## src/rtl/alu_sequencer_if.sv

```systemverilog
// alu_sequencer_if: request, external-data and ALU control bundle for alu_sequencer.
// master = sequencer side, slave = requester / ALU / data-stream side.
interface alu_sequencer_if #(
  parameter int OP_BITS = 3,
  parameter int BEAT_W  = 3
);
  logic               req_valid;
  logic               req_ready;
  logic [OP_BITS-1:0] req_op;
  logic               req_pair;
  logic               req_ext;
  logic               req_mul;
  logic               data_valid;
  logic [OP_BITS-1:0] alu_op;
  logic               alu_pair_op;
  logic               alu_external_arg2;
  logic               alu_advance;
  logic               alu_regfile_en;
  logic               alu_op_done;
  logic               alu_do_mul;
  logic               alu_continue_mul;
  logic               busy;
  logic               done;
  logic               seq_err;
  logic [BEAT_W-1:0]  beat;

  modport master (
    input  req_valid, req_op, req_pair, req_ext, req_mul, data_valid, alu_op_done,
    output req_ready, alu_op, alu_pair_op, alu_external_arg2, alu_advance,
           alu_regfile_en, alu_do_mul, alu_continue_mul, busy, done, seq_err, beat
  );

  modport slave (
    output req_valid, req_op, req_pair, req_ext, req_mul, data_valid, alu_op_done,
    input  req_ready, alu_op, alu_pair_op, alu_external_arg2, alu_advance,
           alu_regfile_en, alu_do_mul, alu_continue_mul, busy, done, seq_err, beat
  );
endinterface

```

## src/rtl/alu_sequencer.sv

```systemverilog
// alu_sequencer: steps a serial ALU through the beats of a single (REG_BITS) or
// pair (2*REG_BITS) operation, NSHIFT bits per beat, stalling on the external
// data stream and cross-checking the ALU's last-beat flag against its own count.
// Optional feature macro ALU_SEQ_MUL_EN: enables the two-pass multiply sequence
// (RUN then MUL2). Without it, req_mul is ignored and multiplier controls are 0.
module alu_sequencer #(
  parameter int NSHIFT   = 2,
  parameter int REG_BITS = 8,
  parameter int OP_BITS  = 3
) (
  input logic              clk,
  input logic              reset,
  alu_sequencer_if.master  bus
);
  localparam int BEAT_W = $clog2(2*REG_BITS/NSHIFT);
  localparam logic [BEAT_W-1:0] LAST_SINGLE = BEAT_W'(REG_BITS/NSHIFT - 1);
  localparam logic [BEAT_W-1:0] LAST_PAIR   = BEAT_W'(2*REG_BITS/NSHIFT - 1);

  localparam logic [1:0] S_IDLE = 2'd0;
  localparam logic [1:0] S_RUN  = 2'd1;
  localparam logic [1:0] S_MUL2 = 2'd2;
  localparam logic [1:0] S_DONE = 2'd3;

  logic [1:0]         state_q, state_d;
  logic [BEAT_W-1:0]  beat_q, beat_d;
  logic [OP_BITS-1:0] op_q, op_d;
  logic               pair_q, pair_d;
  logic               ext_q, ext_d;
  logic               mul_q, mul_d;
  logic               err_q, err_d;

  logic               active;
  logic               advance;
  logic               at_last;
  logic [BEAT_W-1:0]  last_beat;
  logic               mul_req;

`ifdef ALU_SEQ_MUL_EN
  assign mul_req = bus.req_mul;
`else
  logic unused_req_mul;
  assign unused_req_mul = bus.req_mul;
  assign mul_req        = 1'b0;
`endif

  // Beat stepping: advance while running unless waiting on external data.
  always_comb begin
    active    = (state_q == S_RUN) || (state_q == S_MUL2);
    advance   = active && (!ext_q || bus.data_valid);
    last_beat = (pair_q && !mul_q) ? LAST_PAIR : LAST_SINGLE;
    at_last   = (beat_q == last_beat);
  end

  // Next-state logic: accept in IDLE, count beats, flag ALU/beat disagreement.
  always_comb begin
    state_d = state_q;
    beat_d  = beat_q;
    op_d    = op_q;
    pair_d  = pair_q;
    ext_d   = ext_q;
    mul_d   = mul_q;
    err_d   = err_q;
    case (state_q)
      S_IDLE: begin
        if (bus.req_valid) begin
          state_d = S_RUN;
          beat_d  = '0;
          op_d    = bus.req_op;
          pair_d  = bus.req_pair;
          ext_d   = bus.req_ext;
          mul_d   = mul_req;
        end
      end
      S_RUN, S_MUL2: begin
        if (advance) begin
          // The ALU's done flag must coincide exactly with our last beat.
          if (bus.alu_op_done != at_last) begin
            err_d = 1'b1;
          end
          beat_d = beat_q + BEAT_W'(1);
          if (at_last) begin
            if ((state_q == S_RUN) && mul_q) begin
              state_d = S_MUL2;
              beat_d  = '0;
            end else begin
              state_d = S_DONE;
            end
          end
        end
      end
      default: begin
        state_d = S_IDLE;
      end
    endcase
  end

  // State registers; reset clears everything, including mid-operation.
  always_ff @(posedge clk) begin
    if (reset) begin
      state_q <= S_IDLE;
      beat_q  <= '0;
      op_q    <= '0;
      pair_q  <= 1'b0;
      ext_q   <= 1'b0;
      mul_q   <= 1'b0;
      err_q   <= 1'b0;
    end else begin
      state_q <= state_d;
      beat_q  <= beat_d;
      op_q    <= op_d;
      pair_q  <= pair_d;
      ext_q   <= ext_d;
      mul_q   <= mul_d;
      err_q   <= err_d;
    end
  end

  assign bus.req_ready         = (state_q == S_IDLE);
  assign bus.busy              = (state_q != S_IDLE);
  assign bus.done              = (state_q == S_DONE);
  assign bus.seq_err           = err_q;
  assign bus.beat              = beat_q;
  assign bus.alu_op            = op_q;
  assign bus.alu_pair_op       = pair_q;
  assign bus.alu_external_arg2 = ext_q;
  assign bus.alu_advance       = advance;
  assign bus.alu_regfile_en    = advance;

`ifdef ALU_SEQ_MUL_EN
  assign bus.alu_do_mul       = mul_q && active;
  assign bus.alu_continue_mul = (state_q == S_MUL2);
`else
  assign bus.alu_do_mul       = 1'b0;
  assign bus.alu_continue_mul = 1'b0;
`endif
endmodule
```

## src/flat_wrapper.sv

```systemverilog
// flat-port wrapper written by rule: the top's interface ports become plain ports
module alu_sequencer_flat 
#(
  parameter int NSHIFT   = 2,
  parameter int REG_BITS = 8,
  parameter int OP_BITS  = 3
)
  (clk, reset, bus_req_valid, bus_req_op, bus_req_pair, bus_req_ext, bus_req_mul, bus_data_valid, bus_alu_op_done, bus_req_ready, bus_alu_op, bus_alu_pair_op, bus_alu_external_arg2, bus_alu_advance, bus_alu_regfile_en, bus_alu_do_mul, bus_alu_continue_mul, bus_busy, bus_done, bus_seq_err, bus_beat);
  alu_sequencer_if #(.OP_BITS(OP_BITS)) bus_i ();
  input logic clk;
  input logic reset;
  input wire logic [$bits(bus_i.req_valid)-1:0] bus_req_valid;
  input wire logic [$bits(bus_i.req_op)-1:0] bus_req_op;
  input wire logic [$bits(bus_i.req_pair)-1:0] bus_req_pair;
  input wire logic [$bits(bus_i.req_ext)-1:0] bus_req_ext;
  input wire logic [$bits(bus_i.req_mul)-1:0] bus_req_mul;
  input wire logic [$bits(bus_i.data_valid)-1:0] bus_data_valid;
  input wire logic [$bits(bus_i.alu_op_done)-1:0] bus_alu_op_done;
  output wire logic [$bits(bus_i.req_ready)-1:0] bus_req_ready;
  output wire logic [$bits(bus_i.alu_op)-1:0] bus_alu_op;
  output wire logic [$bits(bus_i.alu_pair_op)-1:0] bus_alu_pair_op;
  output wire logic [$bits(bus_i.alu_external_arg2)-1:0] bus_alu_external_arg2;
  output wire logic [$bits(bus_i.alu_advance)-1:0] bus_alu_advance;
  output wire logic [$bits(bus_i.alu_regfile_en)-1:0] bus_alu_regfile_en;
  output wire logic [$bits(bus_i.alu_do_mul)-1:0] bus_alu_do_mul;
  output wire logic [$bits(bus_i.alu_continue_mul)-1:0] bus_alu_continue_mul;
  output wire logic [$bits(bus_i.busy)-1:0] bus_busy;
  output wire logic [$bits(bus_i.done)-1:0] bus_done;
  output wire logic [$bits(bus_i.seq_err)-1:0] bus_seq_err;
  output wire logic [$bits(bus_i.beat)-1:0] bus_beat;
  assign bus_i.req_valid = bus_req_valid;
  assign bus_i.req_op = bus_req_op;
  assign bus_i.req_pair = bus_req_pair;
  assign bus_i.req_ext = bus_req_ext;
  assign bus_i.req_mul = bus_req_mul;
  assign bus_i.data_valid = bus_data_valid;
  assign bus_i.alu_op_done = bus_alu_op_done;
  assign bus_req_ready = bus_i.req_ready;
  assign bus_alu_op = bus_i.alu_op;
  assign bus_alu_pair_op = bus_i.alu_pair_op;
  assign bus_alu_external_arg2 = bus_i.alu_external_arg2;
  assign bus_alu_advance = bus_i.alu_advance;
  assign bus_alu_regfile_en = bus_i.alu_regfile_en;
  assign bus_alu_do_mul = bus_i.alu_do_mul;
  assign bus_alu_continue_mul = bus_i.alu_continue_mul;
  assign bus_busy = bus_i.busy;
  assign bus_done = bus_i.done;
  assign bus_seq_err = bus_i.seq_err;
  assign bus_beat = bus_i.beat;
  alu_sequencer #(.NSHIFT(NSHIFT), .REG_BITS(REG_BITS), .OP_BITS(OP_BITS)) u_core (.clk(clk), .reset(reset), .bus(bus_i));
endmodule
```

## config.mk

```make
export PLATFORM = sky130hd
export DESIGN_NAME = alu_sequencer_flat
export DESIGN_NICKNAME = d
export VERILOG_FILES = /design/src/rtl/alu_sequencer_if.sv /design/src/rtl/alu_sequencer.sv /design/src/flat_wrapper.sv
export SDC_FILE = /design/constraint.sdc
export NUM_CORES = 1
export LEC_CHECK = 0
export CORE_MARGIN = 3
export CORE_UTILIZATION = 25
export CTS_BUF_LIST = sky130_fd_sc_hd__clkbuf_8
export CTS_CLUSTER_DIAMETER = 80
export DETAILED_ROUTE_END_ITERATION = 8
export HOLD_SLACK_MARGIN = 0.1
export SYNTH_ARGS = -nofsm -noshare
export SYNTH_HDL_FRONTEND = slang
export SYNTH_SLANG_ARGS = --single-unit
```

## constraint.sdc

```tcl
create_clock -name clk -period 1.6 [get_ports clk]
set_input_delay 0.24 -clock clk [delete_from_list [all_inputs] [get_ports clk]]
set_output_delay 0.24 -clock clk [all_outputs]
set_load 0.02 [all_outputs]
```

==> flow_summary.toml, run 1 <==
[sta]
finClkSkew_ns = 0.0009163
hold_viol_final = 0
fmax_mhz = 668.3
fin_crit_ns = 1.496
setup_violations = 0
rsz0062_at_grt = "no"
drv_slew = 0
min_period_over_period_pct = 93.53

[place]
routabilityCongestion = 0.7897
io_buffers = 23
dp_hpwl_um = 1021
place_area_um2 = 874.6

[drt]
vias_per_cell = 4.310
vias = 543
avgRoutedWirePerCell_um = 9.976
drc = 0
dr.pass1.iters = 2
totalWireLength_um = 1257
drtIter0Drc = 1
ant_nets = 0

[synthesis]
synth_xor_area_share_pct = 4.585
synth_edf_count = 0
postSynthCellCount = 67
muxShareOfSynthArea_pct = 1.747
yosys.area_share.simple_pct = 22.05
synth-seq-cells = 11
ys_types = 24
ys_seq_area_share_pct = 38.43
synthArstFlopShare_pct = 0
syn-cell-area_um2 = 573.1
synth.avg_cell_area_um2 = 8.553
synth_top_family_by_area = "simple AND/OR/NAND/NOR gates"
synth_flop_cell = "dfxtp_1"
synth-adder-area-share_pct = 8.734
synth_area_leaders = "dfxtp_1 (38%), ha_1 (8.7%), a21oi_1 (5.2%)"
yosys-top-cells-count = "dfxtp_1 (11), nand2_1 (8), a21oi_1 (6), nand3_1 (6)"
synth_warnings = 0
synth.most_common_cell = "dfxtp_1"
yosysTopAreaCell = "dfxtp_1"
synth_compound_area_share_pct = 14.63
synth_top_area_share_pct = 38.43

[floorplan]
die_h_um = 53.88
die_w_um = 53.88
fp.dieArea_mm2 = 0.002903
start_util_pct = 27.79
boundaryPins = 27
core-area_mm2 = 0.002062
rows = 16

[worst_setup_path]
cp_slowest_cell = "dfxtp_1"
critPathLaunch = "u_core.state_q[0]"
crit_fanout = 4
cp-start-kind = "flop"
cp.depth = 4
critical_path_class = "flop to output pin"
required_ns = 1.36
r2r-start = "u_core.state_q[0]"
crit_arrival_ns = 1.26
reg2reg_to = "u_core.state_q[0]"
crit_path_cell_trace = "inv_1, ha_1, and2_1, buf_2"
r2r_slack_ns = 0.15
reg2reg_depth = 7
crit_path_end_kind = "output pin"
critPathTopFamily = "flip-flops"
slowest_delay_ns = 0.32
crit_buf_inv = 2
cp-endpoint = "bus_alu_advance"

[global_route]
grt_pass1_vias = 495
gr-total-overflow = 0
track_usage_pct = 10.47
grt_start_max_net_pins = 8
antenna_found_initial = 0
grt_first_pass_wirelength_um = 2070

[clock_tree]
htreeDepth = 1
numCtsBuffers = 3
cts_sinks = 11
cts_tree = "built"
clockRootBuffer = "clkbuf_8"
clkTransAtPathRegs_ns = 0.05
ctsHoldBuffers = 0
clkLatencyLatePin_ns = 0.24
clockBufferDepth = 2

[layout]
final_area_um2 = 907.1
drive_above_1_share_pct = 18.18
nets = 115
synthToLayoutAreaGrowth_pct = 58.30
antenna_cells = 0
post-route-util_pct = 43.99

[hold_path]
hold_class = "flop to flop"

[power_and_ir_drop]
ir_worst_vdd_mv = 0.4987
cellPowerDensity_mw_per_mm2 = 891.1
leakage_nw = 0.3919

[outcome]
outcome = "complete, no violations"

[flow_run]
drv_cap = 0
## area by class of cell
class,count,area (um2)
Fill cell,220,1155
Multi-Input combinational cell,47,304.0
Timing Repair Buffer,32,284.0
Sequential cell,11,220.2
Clock buffer,3,41.29
Tap cell,27,33.78
Inverter,5,18.77
Clock inverter,1,5.005
## worst min-delay path by stage
stage,from,end,slack [ns],cells past startpoint
3_5_place_dp,u_core.bus.alu_op[1],u_core.bus.alu_op[1],0.45,2
5_1_grt,u_core.bus.alu_op[1],u_core.bus.alu_op[1],0.47,2
2_1_floorplan,bus_req_op[0],u_core.bus.alu_op[0],0.39,2
6_report,u_core.bus.alu_op[2],u_core.bus.alu_op[2],0.45,2
3_3_place_gp,u_core.bus.alu_op[1],u_core.bus.alu_op[1],0.45,2
4_1_cts,u_core.bus.alu_op[1],u_core.bus.alu_op[1],0.46,2
## per-layer routing
| metal | wire length [um] | global-route usage, % | up-vias |
|---|---|---|---|
| met5 | 0 | 0 | - |
| met2 | 582 | 15.93 | 18 |
| li1 | - | - | 284 |
| met1 | 546 | 11.69 | 237 |
| met4 | 28 | 5.106 | 0 |
| met3 | 100 | 5.817 | 4 |
## report_power, final
part           switching (mW)  leakage (nW)  total (mW)  internal [mW]
Clock                   0.105        0.0255       0.277          0.171
Sequential             0.0115        0.0900       0.304          0.293
Combinational           0.118         0.276       0.227          0.109
Total                   0.235         0.392       0.808          0.573
## stage by stage
stage / std cells / power [mW] / hold WS [ns] / TNS [ns] / worst slack (ns)
after floorplan: 68 / 0.4470 / 0.3875 / 0 / 0.1658
after global placement: 122 / 0.5499 / 0.4468 / -0.4736 / -0.2373
after detailed placement: 122 / 0.5527 / 0.4495 / -0.5154 / -0.2593
after CTS: 126 / 0.8254 / 0.4570 / -0.1763 / -0.08969
after global routing: 126 / 0.8638 / 0.4742 / 0 / 0.001717
final: 126 / 0.8083 / 0.4547 / 0 / 0.1036
## cell families (layout without fill, tap and decap cells)
family,after synthesis,in the layout
other,1,2
AOI/OAI and AO/OA,12,12
DFF,11,11
and+or+nand+nor,25,25
xor gates and xnor gates,3,3
buffers and inverters,10,41
adders and majority gates,4,4
muxes,1,1
## layout by cell type, fill, tap and decap left out, types with 2 or more instances in the layout
cell	Yosys	layout
a21oi_1	6	6
buf_2	0	2
buf_4	4	9
clkbuf_8	0	3
clkdlybuf4s50_1	0	18
conb_1	1	2
dfxtp_1	11	11
dlygate4sd2_1	0	3
ha_1	4	4
inv_1	5	5
nand2_1	8	8
nand3_1	6	6
nand4_1	2	2
nor2_1	5	5
xor2_1	2	2
## what timing repair did
action / 4_1_cts / 5_1_grt
gates resized for setup: 5 / 6
setup endpoints to repair: 5 / 2
buffers inserted: 0 / 0
## worst register-to-register path: stages (launching register included)
cell	delay [ns]
dfxtp_1	0.32
inv_1	0.05
ha_1	0.30
buf_4	0.15
inv_1	0.09
a21oi_1	0.07
o21a_1	0.20
a211oi_2	0.18
## flip-flops by register name (all words and copies together) (netlist names)
| name | cells |
|---|---|
| u_core.bus.alu_external_arg2 | 1 |
| u_core.bus.beat | 3 |
| u_core.bus.alu_op | 3 |
| u_core.state_q | 2 |
| u_core.bus.seq_err | 1 |
| u_core.bus.alu_pair_op | 1 |
Power figures use the tool's default switching activity.
==> run 2: changes to the inputs <==
--- a/config.mk
+++ b/config.mk
@@ -6,11 +6,12 @@
 export NUM_CORES = 1
 export LEC_CHECK = 0
 export CORE_MARGIN = 3
-export CORE_UTILIZATION = 25
+export CORE_UTILIZATION = 41
 export CTS_BUF_LIST = sky130_fd_sc_hd__clkbuf_8
 export CTS_CLUSTER_DIAMETER = 80
 export DETAILED_ROUTE_END_ITERATION = 8
 export HOLD_SLACK_MARGIN = 0.1
+export PLACE_DENSITY = 0.8
 export SYNTH_ARGS = -nofsm -noshare
 export SYNTH_HDL_FRONTEND = slang
 export SYNTH_SLANG_ARGS = --single-unit
==> run 2 against run 1 <==
  * Routed wire length grew 3.8%
  * Die area shrank 35%
  * Hold slack lost 0.0059 ns
  * Via count grew 2.2%
  * Non-clock buffer count is the same
  * Fmax shrank 1.8%
  * Clock power is essentially flat
  * Sequential cell count is the same
  * Combinational power is essentially flat
  * Sequential share of layout area grew 0.48 points
  * Critical endpoint is now bus_alu_regfile_en
  * Largest cell class unchanged
==> flow_summary.toml, run 2 (synthesis gave the netlist of run 1 again) <==
[worst_setup_path]
critPathTopFamily = "flip-flops"
crit_fanout = 4
r2r_slack_ns = 0.15
cp.depth = 4
crit_path_end_kind = "output pin"
reg2reg_depth = 7
cp-start-kind = "flop"
crit_path_cell_trace = "inv_1, ha_1, and2_1, clkbuf_2"
slowest_delay_ns = 0.32
crit_buf_inv = 2
reg2reg_to = "u_core.state_q[0]"
r2r-start = "u_core.state_q[0]"
critical_path_class = "flop to output pin"
crit_arrival_ns = 1.28
cp_slowest_cell = "dfxtp_1"
required_ns = 1.36

[drt]
vias_per_cell = 4.912
vias = 555
dr.pass1.iters = 2
drtIter0Drc = 3
avgRoutedWirePerCell_um = 11.55
totalWireLength_um = 1305
drc = 0
ant_nets = 0

[clock_tree]
cts_sinks = 11
clkTransAtPathRegs_ns = 0.05
numCtsBuffers = 3
clockRootBuffer = "clkbuf_8"
htreeDepth = 1
clkLatencyLatePin_ns = 0.24
clockBufferDepth = 2
ctsHoldBuffers = 0
cts_tree = "built"

[hold_path]
hold_end = "u_core.bus.alu_op[0]"
hold_class = "flop to flop"
holdPathStages = 2
worstHoldStart = "u_core.bus.alu_op[0]"

[sta]
fmax_mhz = 656.0
fin_crit_ns = 1.525
setup_violations = 0
hold_viol_final = 0
rsz0062_at_grt = "no"
finClkSkew_ns = 0.001226
min_period_over_period_pct = 95.28
drv_slew = 0

[power_and_ir_drop]
cellPowerDensity_mw_per_mm2 = 909.0
p_total_mw = 0.8086
ir_worst_vdd_mv = 0.6375
leakage_nw = 0.3928

[layout]
nFillCells = 100
seqCellArea_um2 = 220.2
layout_common_cells = "clkdlybuf4s50_1 (18), dfxtp_1 (11), buf_4 (9), nand2_1 (8)"
multi_input_area_um2 = 304.0
final_common_cell = "clkdlybuf4s50_1"
antenna_cells = 0
post-route-util_pct = 74.06
drive_above_1_share_pct = 17.17
nets = 115
synthToLayoutAreaGrowth_pct = 55.24

[floorplan]
die_w_um = 43.39
die_h_um = 43.39
fp.dieArea_mm2 = 0.001882
rows = 12
boundaryPins = 27
core-area_mm2 = 0.001201
start_util_pct = 47.71

[global_route]
antenna_found_initial = 0
grt_start_max_net_pins = 8
grt_first_pass_wirelength_um = 2228
gr-total-overflow = 0
grt_pass1_vias = 550
track_usage_pct = 16.33

[flow_run]
drv_cap = 0

[place]
routabilityCongestion = 0.7367
io_buffers = 23
dp_hpwl_um = 1036

[outcome]
outcome = "complete, no violations"
[run 2: cell count changes in the layout (fill, tap and decap cells not counted), sizes merged]
cell,before,now
inv,5,6
clkinv,1,0
clkbuf,3,5
buf,11,9
[run 2: stage by stage]
step                      hold WS, ns  setup TNS [ns]  area [um2]  setup slack [ns]  cells
after floorplan                0.3875               0       576.8            0.1658     68
after CTS                      0.4522         -0.1659       897.1          -0.08345    113
final                          0.4488               0       889.6           0.07549    113
after detailed placement       0.4470         -0.5558       858.3           -0.2784    109
after global placement         0.4395         -0.4860       858.3           -0.2434    109
after global routing           0.4797               0       889.6          0.003926    113
[run 2: power breakdown]
part	total (mW)	leakage [nW]	internal [mW]	switching, mW
Clock	0.275	0.0269	0.169	0.106
Combinational	0.229	0.276	0.109	0.121
Sequential	0.304	0.0900	0.293	0.0113
Total	0.809	0.393	0.570	0.238
[run 2: metal layers]
metal	up-vias	GRT usage, %	wire length, um
met5	-	0	0
met4	0	10.84	42
met3	5	8.714	150
met2	24	25.66	556
met1	242	16.71	556
li1	284	-	-
[run 2: worst max-delay path by stage]
stage                                 start                 end
after global placement       bus_data_valid     bus_alu_advance
after CTS                 u_core.state_q[0]     bus_alu_advance
after global routing      u_core.state_q[0]     bus_alu_advance
final                     u_core.state_q[0]  bus_alu_regfile_en
after detailed placement     bus_data_valid     bus_alu_advance
after floorplan           u_core.state_q[0]  bus_alu_regfile_en
[run 2: cell type report]
type / count / area share (%)
Clock buffer: 3 / 4.641
Clock inverter: 1 / 0.4219
Inverter: 5 / 2.110
Multi-Input combinational cell: 47 / 34.18
Sequential cell: 11 / 24.75
Tap cell: 14 / 1.969
Timing Repair Buffer: 32 / 31.93
[run 2: what timing repair did]
item | in CTS | in global routing
setup buffers | 0 | 0
endpoints found under the setup margin | 5 | 2
resized for setup | 5 | 4
[run 2: worst reg2reg max path, cell delays in order, from the launching register on]
cell,delay [ns]
dfxtp_1,0.32
inv_1,0.06
ha_1,0.30
buf_4,0.15
inv_1,0.10
a21oi_1,0.07
o21a_1,0.20
a211oi_2,0.18
==> run 3: changes to the inputs <==
--- a/config.mk
+++ b/config.mk
@@ -5,6 +5,7 @@
 export SDC_FILE = /design/constraint.sdc
 export NUM_CORES = 1
 export LEC_CHECK = 0
+export CAP_MARGIN = 10
 export CORE_MARGIN = 3
 export CORE_UTILIZATION = 41
 export CTS_BUF_LIST = sky130_fd_sc_hd__clkbuf_8
==> results of run 3 <==
No change in the layout: final DEF, timing and power equal those of run 2.
